`src/rtl/seg_scan_capture.sv`:
```
// seg_scan_capture: samples a scanned 7-segment bus and decodes each frame.
// Complete frames are published to a host over an Avalon-MM slave.
module seg_scan_capture #(
  parameter int NUM_DIGITS     = 6,
  parameter int SETTLE_CYCLES  = 4,
  parameter bit SEG_ACTIVE_LOW = 1'b1,
  parameter bit SEL_ACTIVE_LOW = 1'b1
) (
  input  logic                  clk,
  input  logic                  reset_n,
  input  logic [7:0]            seg_in,
  input  logic [NUM_DIGITS-1:0] sel_in,
  input  logic [2:0]            avs_address,
  input  logic                  avs_read,
  output logic [31:0]           avs_readdata,
  input  logic                  avs_write,
  input  logic [31:0]           avs_writedata,
  output logic                  irq
);

  localparam int N  = NUM_DIGITS;
  localparam int CW = $clog2(SETTLE_CYCLES + 1);
  localparam logic [CW-1:0] LAST = CW'(SETTLE_CYCLES - 1);

  typedef enum logic [1:0] {
    IDLE, SETTLE, CAPTURE, HOLD
  } state_t;

  state_t state, nxt;

  logic [7:0]     seg_s1, seg_s2, seg_n, lat_seg;
  logic [N-1:0]   sel_s1, sel_s2, sel_n, lat_sel;
  logic [CW-1:0]  cnt;
  logic           one_hot, load, inc, cap;
  logic [N-1:0]   mask;
  logic           complete;
  logic [4*N-1:0] sh_dig, digits;
  logic [N-1:0]   sh_dp, sh_inv, dp, inv;
  logic           frame_valid, irq_en, enable;
  logic [15:0]    frame_count;
  logic [4:0]     dec;
  logic [31:0]    rd;
  logic           unused_ok;

  assign unused_ok = ^avs_writedata[31:2];

  // Returns {invalid, nibble} for a segment pattern a..g.
  function automatic logic [4:0] decode(input logic [6:0] p);
    logic [4:0] r;
    r = 5'h10;
    unique case (p)
      7'h3F: r = 5'h00;
      7'h06: r = 5'h01;
      7'h5B: r = 5'h02;
      7'h4F: r = 5'h03;
      7'h66: r = 5'h04;
      7'h6D: r = 5'h05;
      7'h7D: r = 5'h06;
      7'h07: r = 5'h07;
      7'h7F: r = 5'h08;
      7'h6F: r = 5'h09;
      7'h77: r = 5'h0A;
      7'h7C: r = 5'h0B;
      7'h39: r = 5'h0C;
      7'h5E: r = 5'h0D;
      7'h79: r = 5'h0E;
      7'h71: r = 5'h0F;
      default: r = 5'h10;
    endcase
    return r;
  endfunction

  // Two-stage synchronizer on the asynchronous display lines.
  always_ff @(posedge clk or negedge reset_n) begin
    if (!reset_n) begin
      seg_s1 <= '0;
      seg_s2 <= '0;
      sel_s1 <= '0;
      sel_s2 <= '0;
    end else begin
      seg_s1 <= seg_in;
      seg_s2 <= seg_s1;
      sel_s1 <= sel_in;
      sel_s2 <= sel_s1;
    end
  end

  assign seg_n   = SEG_ACTIVE_LOW ? ~seg_s2 : seg_s2;
  assign sel_n   = SEL_ACTIVE_LOW ? ~sel_s2 : sel_s2;
  assign one_hot = (sel_n != '0) &&
                   ((sel_n & (sel_n - N'(1))) == '0);
  assign dec      = decode(lat_seg[6:0]);
  assign complete = (mask == '1);

  // Scan FSM state register.
  always_ff @(posedge clk or negedge reset_n) begin
    if (!reset_n) state <= IDLE;
    else          state <= nxt;
  end

  // Next state: settle on a stable one-hot digit, capture once, then hold.
  always_comb begin
    nxt  = state;
    load = 1'b0;
    inc  = 1'b0;
    cap  = 1'b0;
    if (!enable) begin
      nxt = IDLE;
    end else begin
      unique case (state)
        IDLE: begin
          if (one_hot) begin
            nxt  = SETTLE;
            load = 1'b1;
          end
        end
        SETTLE: begin
          if (seg_n == lat_seg && sel_n == lat_sel) begin
            if (cnt >= LAST) nxt = CAPTURE;
            else             inc = 1'b1;
          end else if (one_hot) begin
            load = 1'b1;
          end else begin
            nxt = IDLE;
          end
        end
        CAPTURE: begin
          cap = 1'b1;
          nxt = HOLD;
        end
        HOLD: begin
          if (sel_n != lat_sel) begin
            if (one_hot) begin
              nxt  = SETTLE;
              load = 1'b1;
            end else begin
              nxt = IDLE;
            end
          end
        end
        default: nxt = IDLE;
      endcase
    end
  end

  // Stability counter and latched digit value.
  always_ff @(posedge clk or negedge reset_n) begin
    if (!reset_n) begin
      cnt     <= '0;
      lat_seg <= '0;
      lat_sel <= '0;
    end else if (load) begin
      cnt     <= CW'(1);
      lat_seg <= seg_n;
      lat_sel <= sel_n;
    end else if (inc) begin
      cnt <= cnt + CW'(1);
    end
  end

  // Shadow frame and capture mask.
  always_ff @(posedge clk or negedge reset_n) begin
    if (!reset_n) begin
      mask   <= '0;
      sh_dig <= '0;
      sh_dp  <= '0;
      sh_inv <= '0;
    end else begin
      if (!enable || complete) mask <= '0;
      else if (cap)            mask <= mask | lat_sel;
      if (cap) begin
        for (int i = 0; i < N; i++) begin
          if (lat_sel[i]) begin
            sh_dig[4*i +: 4] <= dec[3:0];
            sh_dp[i]         <= lat_seg[7];
            sh_inv[i]        <= dec[4];
          end
        end
      end
    end
  end

  // Published frame, status and control registers.
  always_ff @(posedge clk or negedge reset_n) begin
    if (!reset_n) begin
      digits      <= '0;
      dp          <= '0;
      inv         <= '0;
      frame_valid <= 1'b0;
      frame_count <= '0;
      irq_en      <= 1'b0;
      enable      <= 1'b0;
    end else begin
      if (complete) begin
        digits <= sh_dig;
        dp     <= sh_dp;
        inv    <= sh_inv;
      end
      if (complete)
        frame_valid <= 1'b1;
      else if (avs_write && avs_address == 3'd2 && avs_writedata[0])
        frame_valid <= 1'b0;
      if (avs_write && avs_address == 3'd3)
        frame_count <= '0;
      else if (complete)
        frame_count <= frame_count + 16'd1;
      if (avs_write && avs_address == 3'd4) begin
        irq_en <= avs_writedata[0];
        enable <= avs_writedata[1];
      end
    end
  end

  // Read mux.
  always_comb begin
    rd = '0;
    unique case (avs_address)
      3'd0: rd[4*N-1:0] = digits;
      3'd1: begin
        rd[N-1:0] = dp;
        rd[8 +: N] = inv;
      end
      3'd2: rd[1:0]  = {(mask != '0), frame_valid};
      3'd3: rd[15:0] = frame_count;
      3'd4: rd[1:0]  = {enable, irq_en};
      default: rd = '0;
    endcase
  end

  // Registered read data, one cycle after the strobe.
  always_ff @(posedge clk or negedge reset_n) begin
    if (!reset_n)      avs_readdata <= '0;
    else if (avs_read) avs_readdata <= rd;
    else               avs_readdata <= '0;
  end

  assign irq = frame_valid & irq_en;

endmodule

```
`config.mk`:
```
export PLATFORM = sky130hd
export DESIGN_NAME = seg_scan_capture
export DESIGN_NICKNAME = d
export VERILOG_FILES = /design/src/rtl/seg_scan_capture.sv
export SDC_FILE = /design/constraint.sdc
export NUM_CORES = 1
export LEC_CHECK = 0
export BUFFER_PORTS_ARGS = -buffer_cell sky130_fd_sc_hd__buf_4
export CAP_MARGIN = 10
export CORE_MARGIN = 2
export CORE_UTILIZATION = 62
export DETAILED_ROUTE_END_ITERATION = 8
export GPL_ROUTABILITY_DRIVEN = 0
export PLACE_DENSITY = 0.82
export SLEW_MARGIN = 20
export SYNTH_ARGS = -nofsm -noshare
export SYNTH_HDL_FRONTEND = slang
export SYNTH_SLANG_ARGS = --single-unit
```
`constraint.sdc`:
```
create_clock -name clk -period 3.8 [get_ports clk]
set_input_delay 0 -clock clk [delete_from_list [all_inputs] [get_ports clk]]
set_output_delay 0 -clock clk [all_outputs]
set_load 0.03 [all_outputs]
```
==> results.cfg <==
[floorplan]
die_h_microns = 110
dieArea_sq_mm = 0.0121
core_sq_mm = 0.0109
die_w_microns = 110
start_util_pct = 63.9
fp-row-count = 38
ios = 86

[cells_and_area]
final_area_sq_mm = 0.00824
area_growth_pct = 18.4
drive_gt1_share_pct = 20.1
fill_cells = 684
nets = 722
diodes = 0

[sta]
finalHoldViolations = 0
final.setup.tns_ns = 0
maxClockFrequency_mhz = 382
period_needed_ns = 2.62
final_max_slew_viol_count = 0
setup_viol = 0
grt_setup_unrepaired = false
finalCritPeriodShare_pct = 69.0
finalClockSkew_ns = 0.00880
worst_slew_pin_slew_ns = 1.00
slew-limit-headroom_pct = 33.1

[worst_setup_path]
slowest_delay_ns = 0.50
path_max_fanout = 17
worstReg2RegStart = lat_seg[2]
crit_path_end_kind = flop
crit_type = flop to flop
reg2reg_to = lat_sel[0]
path_depth = 6
startpoint_type = flop
crit_buf_inv = 0
rrSetupSlack_ns = 1.18
crit_arrival_ns = 3.05
cp.required_ns = 4.23
critPathTopFamily = simple AND/OR/NAND/NOR gates
cpMaxStageDelayCell = dfrtp_1
worstRegToRegCells = 6
path_cells = xnor2_1 > nor4_1 > nand3_1 > a22o_1 > and3_1 > mux2_4

[global_routing]
grt.overflow.total = 0
antenna_found_initial = 0
grt_max_degree = 119
grt_pass1_wl_mm = 23.0
grt_usage_pct = 25.8
grt_pass1_vias = 4735

[synth]
synth_cells = 601
netlist_area_sq_mm = 0.00696
synth_top_cell_by_area = dfrtp_1
synthFlopType = dfrtp_1
synthTopCellsByArea = dfrtp_1, mux2_2, nand2_1
ys_async_sr_fraction_pct = 100
ys_warn_count = 0
synth.ff_latch_count = 168
yosysSeqAreaShare_pct = 60.4
synth_common_cells = dfrtp_1, nand2_1, mux2_2, nor2_1, o21ai_0
yosysMostFrequentCell = dfrtp_1
synth_top_area_share_pct = 60.4
syn_area_per_cell_sq_um = 11.6
synthDistinctLibCells = 51
synth_edf_count = 0

[power]
leakage_nw = 3.92
switching_share_pct = 25.9
power_frac_comb_pct = 11.8
switchingPower_mw = 1.14
p_per_area_mw_per_mm2 = 535
seqPwrFrac_pct = 47.2
intPower_mw = 3.26
vdd_drop_max_v = 0.000613
p_clk_share_pct = 41.0

[drt]
postRouteAntennaNets = 0
dr_total_vias = 4679
drt_iter0_drc = 268
via_per_inst = 5.73
drc = 0
dr.pass1.iters = 4
wl_per_cell_microns = 17.5
routed_wl_mm = 14.3

[clock_network]
ctsRootBufferMaster = clkbuf_8
clock_sinks = 168
h-tree-depth = 4
cts_tree = done
clkLatencyLatePin_ns = 0.55
path_clk_slew_ns = 0.06
cts_inserted_buffers = 17
cts_buffer_depth = 2
cts_resized = 0

[outcome]
outcome = finished, final reports clean

[placed_design]
place_hpwl_mm = 8.89
portBuffers = 47
place_area_sq_mm = 0.00735

[job]
maxCapViolCount = 0

[min_path]
min_to = seg_s1[0]
min_path_type = input port to flop
hold_path_depth = 2
hp-start = seg_in[0]
-- worst max path at each step --
| stage | from | endpoint | slack, ns |
|---|---|---|---|
| after global routing | lat_seg[0] | lat_sel[0] | 1.03 |
| final | lat_seg[2] | lat_sel[0] | 1.18 |
| after floorplan | lat_seg[1] | lat_sel[0] | 1.84 |
| after global placement | lat_seg[2] | lat_sel[0] | 1.23 |
| after detailed placement | lat_seg[2] | lat_sel[0] | 1.17 |
| after CTS | lat_seg[2] | lat_sel[0] | 1.16 |
-- cell type report --
cell class	count	area [sq um]	share of cell area [%]
Inverter	17	63.8	0.774
Timing Repair Buffer	77	649	7.88
Clock inverter	8	143	1.73
Multi-Input combinational cell	385	2520	30.6
Sequential cell	168	4200	51.0
Clock buffer	22	483	5.86
Tap cell	140	175	2.13
-- logic make-up after synthesis --
logic type | Yosys count | synth area share [%]
simple gates | 185 | 12.8
flops | 168 | 60.4
compound gates | 86 | 7.17
mux | 70 | 11.0
buf+inv | 55 | 3.81
xor+xnor | 33 | 4.15
fa+ha+maj | 3 | 0.539
other cells | 1 | 0.0539
-- cell usage in the layout, fill, tap and decap left out, types with 4 or more instances in the layout --
master,n
nor2_1,48
o21ai_0,34
and3_1,16
mux2_2,49
and2_1,6
o21ai_1,7
a22oi_1,11
nand2_1,65
conb_1,8
dfrtp_1,168
nand4_1,4
a21oi_1,19
buf_4,50
dlygate4sd3_1,26
xnor2_1,16
nand3_1,14
nor4_1,5
xor2_1,17
inv_1,17
clkbuf_16,16
clkbuf_8,7
nor2b_1,5
mux2i_1,20
bufinv_16,4
-- state kept, by name (all words and copies together), names as in the netlist --
name and count:
avs_readdata 24, frame_count 16, sel_s2 6, sh_inv 6, sh_dig 24, sel_s1 6, cnt 3, state 2
sh_dp 6, dp 6, inv 6, digits 24, seg_s1 8, irq_en 1, seg_s2 8, mask 6
frame_valid 1, lat_seg 8, enable 1, lat_sel 6
-- per-stage QoR --
| stage | hold slack [ns] | power, mW | worst slack (ns) | utilization (%) | instances |
|---|---|---|---|---|---|
| after floorplan | -0.296 | 2.44 | 1.84 | - | 608 |
| after global placement | 0.109 | 2.56 | 1.23 | 67.5 | 761 |
| after detailed placement | 0.111 | 2.59 | 1.17 | 67.5 | 761 |
| after CTS | 0.0875 | 4.42 | 1.16 | 75.7 | 817 |
| after global routing | 0.0953 | 4.59 | 1.03 | 75.7 | 817 |
| final | 0.0976 | 4.41 | 1.18 | 75.7 | 817 |
-- power by group through the flow --
stage	sequential [mW]	clock, mW	combinational, mW
detailed placement	2.11	0	0.488
floorplan	2.00	0	0.442
finish	2.08	1.81	0.521
global route	2.10	1.90	0.583
CTS	2.07	1.82	0.522
global placement	2.09	0	0.468
-- routing by layer --
metal / global-route usage, % / routed length, microns / part of all wire [%] / vias up
met2: 44.9 / 7520 / 53 / 133
li1: - / - / - / 2169
met1: 30.7 / 5820 / 41 / 2342
met4: 9.67 / 339 / 2.4 / 0
met3: 6.94 / 580 / 4.1 / 35
met5: 0 / 0 / 0 / -
-- worst reg2reg max path, cell delays in order (launching register included) --
cell and delay, ns:
dfrtp_1 0.50, xnor2_1 0.19, nor4_1 0.47, nand3_1 0.20, a22o_1 0.22, and3_1 0.50, mux2_4 0.44
-- what timing repair did --
action | CTS | global route
hold buffers | 26 | 0
buffers inserted | 0 | 0
hold endpoints to repair | 157 | 0
Power figures use the tool's default switching activity.
